`config.mk`:
```
export PLATFORM = sky130hd
export DESIGN_NAME = fetch_seq
export DESIGN_NICKNAME = d
export VERILOG_FILES = /design/src/rtl/fetch_seq_pkg.sv /design/src/rtl/fetch_seq_ret_stack.sv /design/src/rtl/fetch_seq.sv
export SDC_FILE = /design/constraint.sdc
export NUM_CORES = 1
export LEC_CHECK = 0
export ABC_CLOCK_PERIOD_IN_PS = 2000
export BUFFER_PORTS_ARGS = -buffer_cell sky130_fd_sc_hd__clkbuf_2
export CAP_MARGIN = 25
export CORE_ASPECT_RATIO = 1.5
export CORE_UTILIZATION = 47
export DETAILED_ROUTE_END_ITERATION = 10
export GPL_ROUTABILITY_DRIVEN = 0
export GPL_TIMING_DRIVEN = 0
export HOLD_SLACK_MARGIN = 0.15
export PLACE_DENSITY = 0.74
export REMOVE_ABC_BUFFERS = 1
export SLEW_MARGIN = 20
export SYNTH_ARGS = -nofsm -noshare
export SYNTH_HDL_FRONTEND = slang
export SYNTH_SLANG_ARGS = --single-unit
```
`constraint.sdc`:
```
create_clock -name clk -period 2 [get_ports clk]
set_clock_uncertainty 0.2 [all_clocks]
set_input_delay 0.2 -clock clk [delete_from_list [all_inputs] [get_ports clk]]
set_output_delay 0.2 -clock clk [all_outputs]
set_load 0.03 [all_outputs]
```
`src/rtl/fetch_seq_pkg.sv`:
```
// fetch_seq shared types: FSM states, next-PC selects, default widths.
package fetch_seq_pkg;

  localparam int DEF_PC_W    = 10;
  localparam int DEF_STACK_D = 4;
  localparam int DEF_CNT_W   = 16;

  typedef enum logic [1:0] {
    S_IDLE,
    S_RUN,
    S_DONE
  } seq_state_t;

  typedef enum logic [2:0] {
    SEL_HOLD,
    SEL_RET,
    SEL_CALL,
    SEL_JUMP,
    SEL_SKIP,
    SEL_INC
  } npc_sel_t;

endpackage

```
`src/rtl/fetch_seq_ret_stack.sv`:
```
// ret_stack: pointer-based LIFO of return addresses, synchronous clear.
module ret_stack #(
  parameter int DEPTH = 4,
  parameter int W     = 10
) (
  input  logic         clk,
  input  logic         clear,
  input  logic         push,
  input  logic         pop,
  input  logic [W-1:0] din,
  output logic         full,
  output logic         empty,
  output logic [W-1:0] top
);

  localparam int PW = $clog2(DEPTH + 1);

  logic [PW-1:0] r_ptr;
  logic [W-1:0]  r_mem [DEPTH];
  logic [PW-1:0] w_tos;

  assign full  = (r_ptr == PW'(DEPTH));
  assign empty = (r_ptr == '0);
  assign w_tos = r_ptr - PW'(1);

  always_comb begin
    top = '0;
    for (int i = 0; i < DEPTH; i++) begin
      if (w_tos == PW'(i)) top = r_mem[i];
    end
  end

  always_ff @(posedge clk) begin
    if (clear) begin
      r_ptr <= '0;
    end else if (push && !full) begin
      r_ptr <= r_ptr + PW'(1);
    end else if (pop && !empty) begin
      r_ptr <= r_ptr - PW'(1);
    end
  end

  // Contents need no reset: only entries below the pointer are ever read.
  always_ff @(posedge clk) begin
    if (!clear && push && !full) begin
      for (int i = 0; i < DEPTH; i++) begin
        if (r_ptr == PW'(i)) r_mem[i] <= din;
      end
    end
  end

endmodule

```
`src/rtl/fetch_seq.sv`:
```
// fetch_seq: req/ack program sequencer with next-PC resolution.
// Return stack enabled by defining FETCH_SEQ_STACK_EN.
module fetch_seq
  import fetch_seq_pkg::*;
#(
  parameter int PC_W       = DEF_PC_W,
  parameter int STACK_D    = DEF_STACK_D,
  parameter int CNT_W      = DEF_CNT_W,
  parameter int START_ADDR = 0
) (
  input  logic             clk,
  input  logic             reset,
  input  logic             req,
  output logic             ack,
  input  logic             stall,
  input  logic             jump_en,
  input  logic             branch_skip,
  input  logic             call_en,
  input  logic             ret_en,
  input  logic             halt,
  input  logic [PC_W-1:0]  jump_addr,
  output logic [PC_W-1:0]  pc,
  output logic             running,
  output logic             stack_err,
  output logic [CNT_W-1:0] cycle_cnt
);

  localparam logic [PC_W-1:0] START_PC = PC_W'(START_ADDR);

  seq_state_t       r_state;
  seq_state_t       w_state_nxt;
  npc_sel_t         w_sel;
  logic [PC_W-1:0]  r_pc;
  logic [PC_W-1:0]  w_pc_nxt;
  logic [CNT_W-1:0] r_cnt;

`ifdef FETCH_SEQ_STACK_EN
  logic            w_push;
  logic            w_pop;
  logic            w_err_set;
  logic            w_full;
  logic            w_empty;
  logic [PC_W-1:0] w_top;
  logic            r_err;
`else
  logic            w_unused_ret;
  assign w_unused_ret = ret_en;
`endif

  always_comb begin
    w_state_nxt = r_state;
    w_sel       = SEL_HOLD;
`ifdef FETCH_SEQ_STACK_EN
    w_push      = 1'b0;
    w_pop       = 1'b0;
    w_err_set   = 1'b0;
`endif
    unique case (r_state)
      S_IDLE: if (req) w_state_nxt = S_RUN;
      S_RUN: begin
        if (!stall) begin
          priority case (1'b1)
            halt: w_state_nxt = S_DONE;
`ifdef FETCH_SEQ_STACK_EN
            ret_en: begin
              if (w_empty) begin
                w_err_set   = 1'b1;
                w_state_nxt = S_DONE;
              end else begin
                w_pop = 1'b1;
                w_sel = SEL_RET;
              end
            end
            call_en: begin
              w_sel = SEL_CALL;
              if (w_full) w_err_set = 1'b1;
              else        w_push    = 1'b1;
            end
            jump_en:     w_sel = SEL_JUMP;
`else
            call_en,
            jump_en:     w_sel = SEL_JUMP;
`endif
            branch_skip: w_sel = SEL_SKIP;
            default:     w_sel = SEL_INC;
          endcase
        end
      end
      S_DONE:  if (!req) w_state_nxt = S_IDLE;
      default: w_state_nxt = S_IDLE;
    endcase
  end

  always_comb begin
    w_pc_nxt = r_pc;
    if (r_state == S_IDLE) begin
      w_pc_nxt = START_PC;
    end else begin
      unique case (w_sel)
`ifdef FETCH_SEQ_STACK_EN
        SEL_RET:  w_pc_nxt = w_top;
        SEL_CALL: w_pc_nxt = jump_addr;
`endif
        SEL_JUMP: w_pc_nxt = jump_addr;
        SEL_SKIP: w_pc_nxt = r_pc + PC_W'(2);
        SEL_INC:  w_pc_nxt = r_pc + PC_W'(1);
        default:  w_pc_nxt = r_pc;
      endcase
    end
  end

  always_ff @(posedge clk) begin
    if (reset) begin
      r_state <= S_IDLE;
      r_pc    <= START_PC;
      r_cnt   <= '0;
    end else begin
      r_state <= w_state_nxt;
      r_pc    <= w_pc_nxt;
      // Counter is kept through DONE/IDLE and cleared only on a new start.
      if (r_state == S_IDLE && req) begin
        r_cnt <= '0;
      end else if (r_state == S_RUN && r_cnt != '1) begin
        r_cnt <= r_cnt + CNT_W'(1);
      end
    end
  end

`ifdef FETCH_SEQ_STACK_EN
  always_ff @(posedge clk) begin
    if (reset || r_state == S_IDLE) begin
      r_err <= 1'b0;
    end else if (w_err_set) begin
      r_err <= 1'b1;
    end
  end

  ret_stack #(
    .DEPTH (STACK_D),
    .W     (PC_W)
  ) u_ret_stack (
    .clk   (clk),
    .clear (reset || r_state == S_IDLE),
    .push  (w_push),
    .pop   (w_pop),
    .din   (r_pc + PC_W'(1)),
    .full  (w_full),
    .empty (w_empty),
    .top   (w_top)
  );

  assign stack_err = r_err;
`else
  assign stack_err = 1'b0;
`endif

  assign pc        = r_pc;
  assign running   = (r_state == S_RUN);
  assign ack       = (r_state == S_DONE);
  assign cycle_cnt = r_cnt;

endmodule
```
==> results.md, run 1 <==
* Outcome: finished clean
* Post-synth top flop: dfxtp_1
* Post-Syn Area at 0.001727 mm²
* Clock root cell: clkbuf_8
* CP required at 2020 ps
* Max incr delay on CP at 600 ps
* # diodes at 0
* Final min period at 1988 ps
* DRC errors left at 0
* Final hold slack at 192.5 ps
* FF-to-FF setup slack at 10 ps
* Clock transition at the registers of the reported paths at 100 ps
* Grt total ovfl at 0
* ANT nets after route at 0
* Largest net degree at the start of global routing at 16
* Peak supply drop at 0.3398 mV
* Placed cell area at 0.001957 mm²
* CP cell instances: nand2b_4 -> or4b_4 -> or4_4 -> a21oi_2
* CP endpoint kind: flip-flop
* Die area at 0.003925 mm²
* GRT Overall Usage at 25.33%
* Router iterations before antenna repair at 4
* Initial antenna violation count at 0
* Share of post-route cells with drive strength above 1 at 32.62%
* DR iter-0 viols at 36
* Clock latency on the worst-skew pair at 280 ps
* Final nets at 302
* Fin. Hold Viols at 0
* Max Clk Rate at 503.0 MHz
* Worst setup SP type: flip-flop
* Die Y-Extent at 76.23 µm
* CTS tree: done
* Inserted Clock Buffers at 3
* Vias at 1975
* Longest Clk Path Bufs at 2
* Pwr Density at 473.2 mW/mm²
* Synthesized instance count at 217
* Final WL at 4976 µm
* Sequential share of the synthesized area at 32.46%
* Vias per cell at 6.153
* Clk sinks at 28
* Area delta synth->final at 34.20%
* CP bufs+invs at 0
* Final TNS setup at 0 ps
* Critical Setup Path Class: flip-flop to flip-flop
* Slowest cell on crit path: or4b_4
* Avg Synthesized Cell Area at 7.957 µm²
* Ys Warns at 0
* Final setup fails at 0
* First-pass GRT wire length at 7935 µm
* Unrepaired setup endpoints after global routing: true
* I/O pin count at 48
* Initial core utilization at 50.07%
* CP arrival at 2010 ps
* Post-route clock period utilization at 99.40%
* Die width at 51.49 µm
* DP HPWL at 3331 µm
* Core Area at 0.003448 mm²
* Max Cap Viol at 0
* Max-slew headroom at 42.30%
* Leakage at 0.8798 nW
* Slew Viols, Final at 0
* Synth cell types at 51
* Drt wl/cell at 15.50 µm
* Post-synthesis register bit count at 28
* Hold WC Path Type: input pin to flip-flop
* Worst Max-Slew Pin Slew at 863.7 ps
* CP max FO at 9
* Final Cell Area at 0.002317 mm²
* Post-synth EDFFs at 0
* Number of global-route vias before repair at 1830
* Core Rows at 26
* H-tree Lvls at 1
* # port buffers at 45
* Async set or reset register ratio after synthesis at 0%
* Crit-path leading delay family: simple AND/OR/NAND/NOR gates
routing by layer:
| layer | global-route usage [%] | share of wire, % |
|---|---|---|
| met5 | 0 | 0 |
| met4 | 11.08 | 2.4 |
| met3 | 2.595 | 4.0 |
| met2 | 48.31 | 55 |
| met1 | 26.11 | 39 |
synthesized netlist by cell type (all sizes together) (4+ instances only):
master	n	area (µm²)
dfxtp	28	560.5
a21oi	24	120.1
nand2	23	86.33
o21ai	13	65.06
mux2i	8	80.08
nand3	8	40.04
nor3	8	40.04
or3	8	50.05
clkbuf	7	26.28
nand4	7	43.79
nor2	7	26.28
o31ai	6	45.04
a211oi	5	37.54
buf	5	33.78
inv	5	18.76
nand2b	5	38.78
and3	4	25.02
or2	4	25.02
flip-flops by register name, indices dropped and copies added (netlist names):
register,cells
cycle_cnt,16
pc,10
r_state,2
cells in the final DEF, fill, tap and decap left out, drive strengths merged, types with 2 or more instances in the layout:
cell type    count
nor2             7
a31oi            3
o31ai            6
and3             4
clkbuf          49
nand4            7
a211oi           5
inv              5
or4b             2
mux2i            8
dfxtp           28
nand2           23
o2111ai          2
o21ai           13
a2111o           3
nand2b           5
o211ai           2
or3              8
or4              3
buf             10
dlygate4sd3     15
nand3            8
nor4             3
o21a             2
nor3             8
o41ai            2
ha               3
or2              4
a21oi           24
worst register-to-register path, stage by stage, from the launching register on:
cell and delay (ps):
dfxtp_4 380, nand2b_4 180, or4b_4 600, or4_4 440, a21oi_2 130
area by class of cell:
type,instances,area [µm²]
Tap cell,42,52.55
Clock buffer,4,55.05
Multi-Input combinational cell,172,1159
Timing Repair Buffer,70,450.4
Fill cell,299,1131
Inverter,5,18.77
Sequential cell,28,581.8
what timing repair did:
item | CTS | global route
pin swaps | 4 | 3
setup buffers | 4 | 5
hold buffers | 15 | 0
resized for setup | 15 | 14
hold endpoints to repair | 16 | 0
setup endpoints to repair | 15 | 25
gates cloned | 0 | 0
through the flow:
stage	cells	total power, mW	worst slack (ps)	util [%]
after detailed placement	293	0.7143	-268.8	56.75
after global placement	292	0.7117	-484.9	56.39
final	321	1.096	12.06	67.20
after CTS	316	1.097	-5.490	64.91
after global routing	321	1.143	-31.71	67.20
after floorplan	205	0.6639	-366.2	-
path summary, 6_finish.rpt:
kind | startpoint | endpoint | cells past startpoint
min reg2reg | cycle_cnt[8]$_SDFFE_PP0P_ | cycle_cnt[8]$_SDFFE_PP0P_ | 2
max | r_state[1]$_SDFFE_PP0P_ | cycle_cnt[12]$_SDFFE_PP0P_ | 4
max reg2reg | r_state[1]$_SDFFE_PP0P_ | cycle_cnt[12]$_SDFFE_PP0P_ | 4
min | jump_en | pc[4]$_SDFFE_PP0P_ | 5
logic make-up after synthesis:
| family | share of synthesized area, % |
|---|---|
| AO/OA/AOI/OAI | 26.96 |
| adder cells (fa/ha/maj) | 2.174 |
| buffers and inverters | 4.565 |
| flip-flops | 32.46 |
| multiplexers | 4.638 |
| other | 0.2172 |
| AND/OR/NAND/NOR | 28.99 |
power by group:
part / switching (mW) / internal (mW) / total (mW) / leakage [nW]
logic: 0.0944 / 0.0717 / 0.166 / 0.619
clock network: 0.182 / 0.177 / 0.359 / 0.0288
registers: 0.0108 / 0.561 / 0.572 / 0.232
(Power assumes the default switching activity.)
==> run 2, diff against run 1 <==
BUFFER_PORTS_ARGS = not set   (was -buffer_cell sky130_fd_sc_hd__clkbuf_2)
CORE_UTILIZATION = 56   (was 47)
DONT_BUFFER_PORTS = 1   (was not set)
PLACE_DENSITY = 0.72   (was 0.74)
==> results.md, run 2 (synthesis gave the netlist of run 1 again) <==
* R2R Path End: cycle_cnt[12]$_SDFFE_PP0P_
* Hold depth at 3 (-2)
* CP required at 2010 ps (about the same)
* Die width at 47.34 µm (-8.1%)
* GRT Overall Usage at 32.79% (+7.5 points)
* Failing checks: setup timing
* Router iterations before antenna repair at 4 (unchanged)
* Core Rows at 24 (-7.7%)
* Initial core utilization at 59.28% (+9.2 points)
* Hold_sp: halt
* Clk sinks at 28 (unchanged)
* Peak supply drop at 0.3491 mV (+2.7%)
* Share of post-route cells with drive strength above 1 at 21.34% (-11 points)
* Hold Path End: pc[1]$_SDFFE_PP0P_
* I/O pin count at 48 (unchanged)
* ANT nets after route at 0 (unchanged)
* H-tree Lvls at 1 (unchanged)
* Final WL at 5165 µm (+3.8%)
* R2r startpoint: cycle_cnt[0]$_SDFFE_PP0P_
* Met2 usage at 60.88% (+13 points)
* FF-to-FF setup slack at -80 ps (-90 ps)
* Die area at 0.003314 mm² (-16%)
* DRC errors left at 0 (unchanged)
* Final nets at 262 (-13%)
* Crit-path leading delay family: simple AND/OR/NAND/NOR gates
* # port buffers at 0 (-100%)
* GRT Max-Usage Layer: met2
* First-pass GRT wire length at 8148 µm (+2.7%)
* Worst Max-Slew Pin Slew at 834.5 ps (-29.23 ps)
* Finished Layout Cells at 278 (-13%)
* Worst R2R Path Depth at 5 (+1)
* DR iter-0 viols at 71 (+97%)
* Placed Cells at 245 (-16%)
* Slowest cell on crit path: or4b_4
* # diodes at 0 (unchanged)
* Grt total ovfl at 0 (unchanged)
* Number of global-route vias before repair at 1879 (+2.7%)
* Core Area at 0.002913 mm² (-16%)
* Final min period at 2076 ps (+87.75 ps)
* CTS tree: done
* Slew Viols, Final at 0 (unchanged)
* CP max FO at 8 (-1)
* Largest net degree at the start of global routing at 16 (unchanged)
* Final worst slack at -75.69 ps (-87.75 ps)
* Die Y-Extent at 70.01 µm (-8.2%)
* Clock latency on the worst-skew pair at 280 ps (about the same)
* Inserted Clock Buffers at 3 (unchanged)
* CP cell instances: ha_4 -> nand2_4 -> or4b_4 -> or4_4 -> a21oi_2
* Longest Clk Path Bufs at 2 (unchanged)
* Max Cap Viol at 0 (unchanged)
* Final setup fails at 4 (+4)
* CP arrival at 2090 ps (+80 ps)
* DP HPWL at 3187 µm (-4.3%)
* Crit path depth at 5 (+1)
* Vias at 1899 (-3.8%)
* Met1 Track Usage GR at 31.98% (+5.9 points)
* Max-slew headroom at 44.25% (+2.0 points)
* CP endpoint kind: flip-flop
* Pwr Density at 489.0 mW/mm² (+3.3%)
* Unrepaired setup endpoints after global routing: true
* Fin. Hold Viols at 0 (unchanged)
* CP bufs+invs at 0 (unchanged)
* Dpl ws at -495.5 ps (-226.7 ps)
* Clock root cell: clkbuf_8
* Final TNS setup at -160.2 ps (-160.2 ps)
* Clock transition at the registers of the reported paths at 100 ps (about the same)
* Area delta synth->final at 26.88%
* Initial antenna violation count at 0 (unchanged)
* Leakage at 0.7198 nW (-18%)
* Worst setup SP type: flip-flop
* Max reg flops at 16 (unchanged)
* Critical Setup Path Class: flip-flop to flip-flop
* Post-route clock period utilization at 103.8% (+4.4 points)
* Drt wl/cell at 18.58 µm (+20%)
* Max incr delay on CP at 520 ps (-80 ps)
* Met3 usage at 5.943% (+3.3 points)
* Most frequent cells in the layout: a21oi_1 (22), nand2_1 (22), dlygate4sd3_1 (22), o21ai_0 (13)
* Hold WC Path Type: input pin to flip-flop
* Max Clk Rate at 481.8 MHz (-4.2%)
* Vias per cell at 6.831 (+11%)
* Outcome: complete, but fails checks
==> run 2: layer usage <==
layer	vias up	share of wire, %
li1	875	-
met1	928	35
met2	80	57
met3	16	5.1
met4	0	2.7
met5	-	0
==> run 2: worst max path at each step <==
stage	startpoint	to	slack (ps)
after floorplan	cycle_cnt[0]$_SDFFE_PP0P_	cycle_cnt[0]$_SDFFE_PP0P_	-370
after global placement	cycle_cnt[0]$_SDFFE_PP0P_	cycle_cnt[0]$_SDFFE_PP0P_	-750
after detailed placement	cycle_cnt[6]$_SDFFE_PP0P_	cycle_cnt[12]$_SDFFE_PP0P_	-500
after CTS	cycle_cnt[0]$_SDFFE_PP0P_	cycle_cnt[12]$_SDFFE_PP0P_	-80
after global routing	cycle_cnt[0]$_SDFFE_PP0P_	cycle_cnt[12]$_SDFFE_PP0P_	-120
final	cycle_cnt[0]$_SDFFE_PP0P_	cycle_cnt[12]$_SDFFE_PP0P_	-80
==> run 2: what timing repair did <==
item	4_1_cts	5_1_grt
pin swaps	6	4
hold buffers	22	0
gates resized for setup	37	12
setup endpoints to repair	18	20
endpoints found under the hold margin	28	0
buffers inserted	6	1
==> run 2: worst min-delay path, delay by kind of cell <==
family	cells	cell delay (ps)
AOI/OAI and AO/OA	1	60
and+or+nand+nor	2	280
==> run 2: layout make-up <==
class / instances / area [µm²]
repair buffers: 30 / 284.0
flip-flops and latches: 28 / 608.1
well taps: 39 / 48.80
multi-input cells: 172 / 1174
clock buffers: 4 / 55.05
inverters: 5 / 21.27
fillers: 212 / 721.9
==> run 2: per-stage QoR <==
step	util [%]	hold slack, ps	power, mW	instance area, µm²
floorplan	-	69.07	0.6639	1667
global placement	58.89	71.94	0.6807	1715
detailed placement	59.24	72.95	0.6859	1725
CTS	73.54	151.2	1.067	2142
global route	75.21	161.7	1.098	2191
finish	75.21	108.8	1.071	2191
==> run 2: power by group <==
group,internal [mW],total [mW],switching [mW]
logic,0.0626,0.138,0.0757
clock network,0.177,0.360,0.183
registers,0.551,0.573,0.0215
==> run 3, diff against run 2 <==
SETUP_SLACK_MARGIN = 0.02   (was not set)
==> results.md, run 3 (synthesis gave the netlist of run 1 again) <==
* Final Cell Area at 0.002188 mm² (-0.11%)
* Failing checks: setup timing
* CP bufs+invs at 0 (unchanged)
* Longest Clk Path Bufs at 2 (unchanged)
* Most frequent cells in the layout: a21oi_1 (22), nand2_1 (22), dlygate4sd3_1 (22), o21ai_0 (13), dfxtp_4 (10)
* CP endpoint kind: flip-flop
* Final Core Density at 75.13% (-0.086 points)
* Worst Max-Slew Pin Slew at 835.5 ps (+1.036 ps)
* Final nets at 262 (unchanged)
* FF-to-FF setup slack at -90 ps (about the same)
* Die Y-Extent at 70.01 µm (unchanged)
* Slew Viols, Final at 0 (unchanged)
* Placed cell area at 0.001725 mm² (unchanged)
* Max Cap Viol at 0 (unchanged)
* Clock latency on the worst-skew pair at 280 ps (about the same)
* Die width at 47.34 µm (unchanged)
* Vias per cell at 6.885 (+0.79%)
* Fillers at 212 (unchanged)
* I/O pin count at 48 (unchanged)
* CP required at 2010 ps (about the same)
* Vias at 1914 (+0.79%)
* DRC errors left at 0 (unchanged)
* Fin. Hold Viols at 0 (unchanged)
* Final min period at 2087 ps (+11.09 ps)
* Final setup fails at 2 (-2)
* Max Clk Rate at 479.2 MHz (-0.53%)
* Number of global-route vias before repair at 1880 (+0.053%)
* # diodes at 0 (unchanged)
* Max reg flops at 16 (unchanged)
* CTS tree: done
* H-tree Lvls at 1 (unchanged)
* Drt wl/cell at 18.41 µm (-0.89%)
* ANT nets after route at 0 (unchanged)
* CP cell instances: ha_4 -> nand2_4 -> or4b_4 -> or3_1 -> a21oi_2
* CP arrival at 2100 ps (about the same)
* Clock root cell: clkbuf_8
* First-pass GRT wire length at 8079 µm (-0.85%)
* Initial core utilization at 59.28% (unchanged)
* Clock transition at the registers of the reported paths at 100 ps (about the same)
* Share of post-route cells with drive strength above 1 at 21.34% (unchanged)
* Grt total ovfl at 0 (unchanged)
* Final worst slack at -86.78 ps (-11.09 ps)
* Unrepaired setup endpoints after global routing: true
* Final WL at 5119 µm (-0.89%)
* Max-slew headroom at 44.18% (-0.069 points)
* Pwr Density at 491.8 mW/mm² (+0.58%)
* Hold WC Path Type: input pin to flip-flop
* Worst setup SP type: flip-flop
* Clk sinks at 28 (unchanged)
* Outcome: complete, but fails checks
* Max incr delay on CP at 520 ps (about the same)
* Inserted Clock Buffers at 3 (unchanged)
* CP max FO at 8 (unchanged)
* DP HPWL at 3187 µm (unchanged)
* Post-route clock period utilization at 104.3% (+0.55 points)
* Initial antenna violation count at 0 (unchanged)
* # port buffers at 0 (unchanged)
* Slowest cell on crit path: or4b_4
* Leakage at 0.7200 nW (about the same)
* Core Rows at 24 (unchanged)
* GRT Overall Usage at 32.49% (-0.30 points)
* Core Area at 0.002913 mm² (unchanged)
* Largest net degree at the start of global routing at 16 (unchanged)
* Crit-path leading delay family: simple AND/OR/NAND/NOR gates
* Die area at 0.003314 mm² (unchanged)
* Critical Setup Path Class: flip-flop to flip-flop
* Router iterations before antenna repair at 4 (unchanged)
* Area delta synth->final at 26.74%
* Peak supply drop at 0.3556 mV (+1.9%)
* DR iter-0 viols at 56 (-21%)
run 3: cell types whose count changed in the layout (fill, tap and decap cells not counted), sizes merged:
cell and delta:
buf +1, clkbuf -1
run 3: final timing paths:
| check | cells past startpoint | start | end |
|---|---|---|---|
| max | 5 | cycle_cnt[0]$_SDFFE_PP0P_ | cycle_cnt[14]$_SDFFE_PP0P_ |
| min | 3 | jump_addr[7] | pc[7]$_SDFFE_PP0P_ |
| max reg2reg | 5 | cycle_cnt[0]$_SDFFE_PP0P_ | cycle_cnt[14]$_SDFFE_PP0P_ |
| min reg2reg | 2 | cycle_cnt[4]$_SDFFE_PP0P_ | cycle_cnt[4]$_SDFFE_PP0P_ |
run 3: power breakdown:
group,internal (mW),switching [mW]
clock,0.177,0.187
sequential,0.552,0.0217
combinational,0.0627,0.0768
run 3: area by class of cell:
cell class | count | area [µm²] | area share (%)
repair buffers | 30 | 285.3 | 13.04
inverters | 5 | 21.27 | 0.9720
flip-flops and latches | 28 | 609.3 | 27.84
clock buffers | 4 | 55.05 | 2.516
multi-input cells | 172 | 1169 | 53.40
well taps | 39 | 48.80 | 2.230
run 3: per-layer routing:
metal  GRT usage [%]  vias to the layer above  wire length [µm]
met5               0                        -                 0
met3           6.202                       23               255
met2           59.51                       86              2848
met1           31.33                      926              1835
li1                -                      879                 -
met4           15.87                        0               180
run 3: per-stage QoR:
stage | hold WS, ps | power (mW) | instances | setup WS (ps) | setup TNS (ps)
after global placement | 71.94 | 0.6807 | 244 | -753.0 | -10840
after global routing | 161.7 | 1.097 | 278 | -120.9 | -459.8
final | 151.6 | 1.076 | 278 | -86.78 | -162.7
after CTS | 151.2 | 1.069 | 278 | -76.95 | -105.7
after detailed placement | 72.95 | 0.6859 | 245 | -495.5 | -5575
after floorplan | 69.07 | 0.6639 | 205 | -366.2 | -3698
run 3: repair_timing:
item                                    CTS  global route
pin swaps                                 7             5
endpoints found under the setup margin   19            18
gates resized for setup                  38            11
hold buffers                             22             0
endpoints found under the hold margin    28             0
setup buffers                             7             0
run 3: worst reg2reg max path: stages (launching register included):
cell	delay, ps
dfxtp_4	470
ha_4	190
nand2_4	50
or4b_4	520
or3_1	410
a21oi_2	180
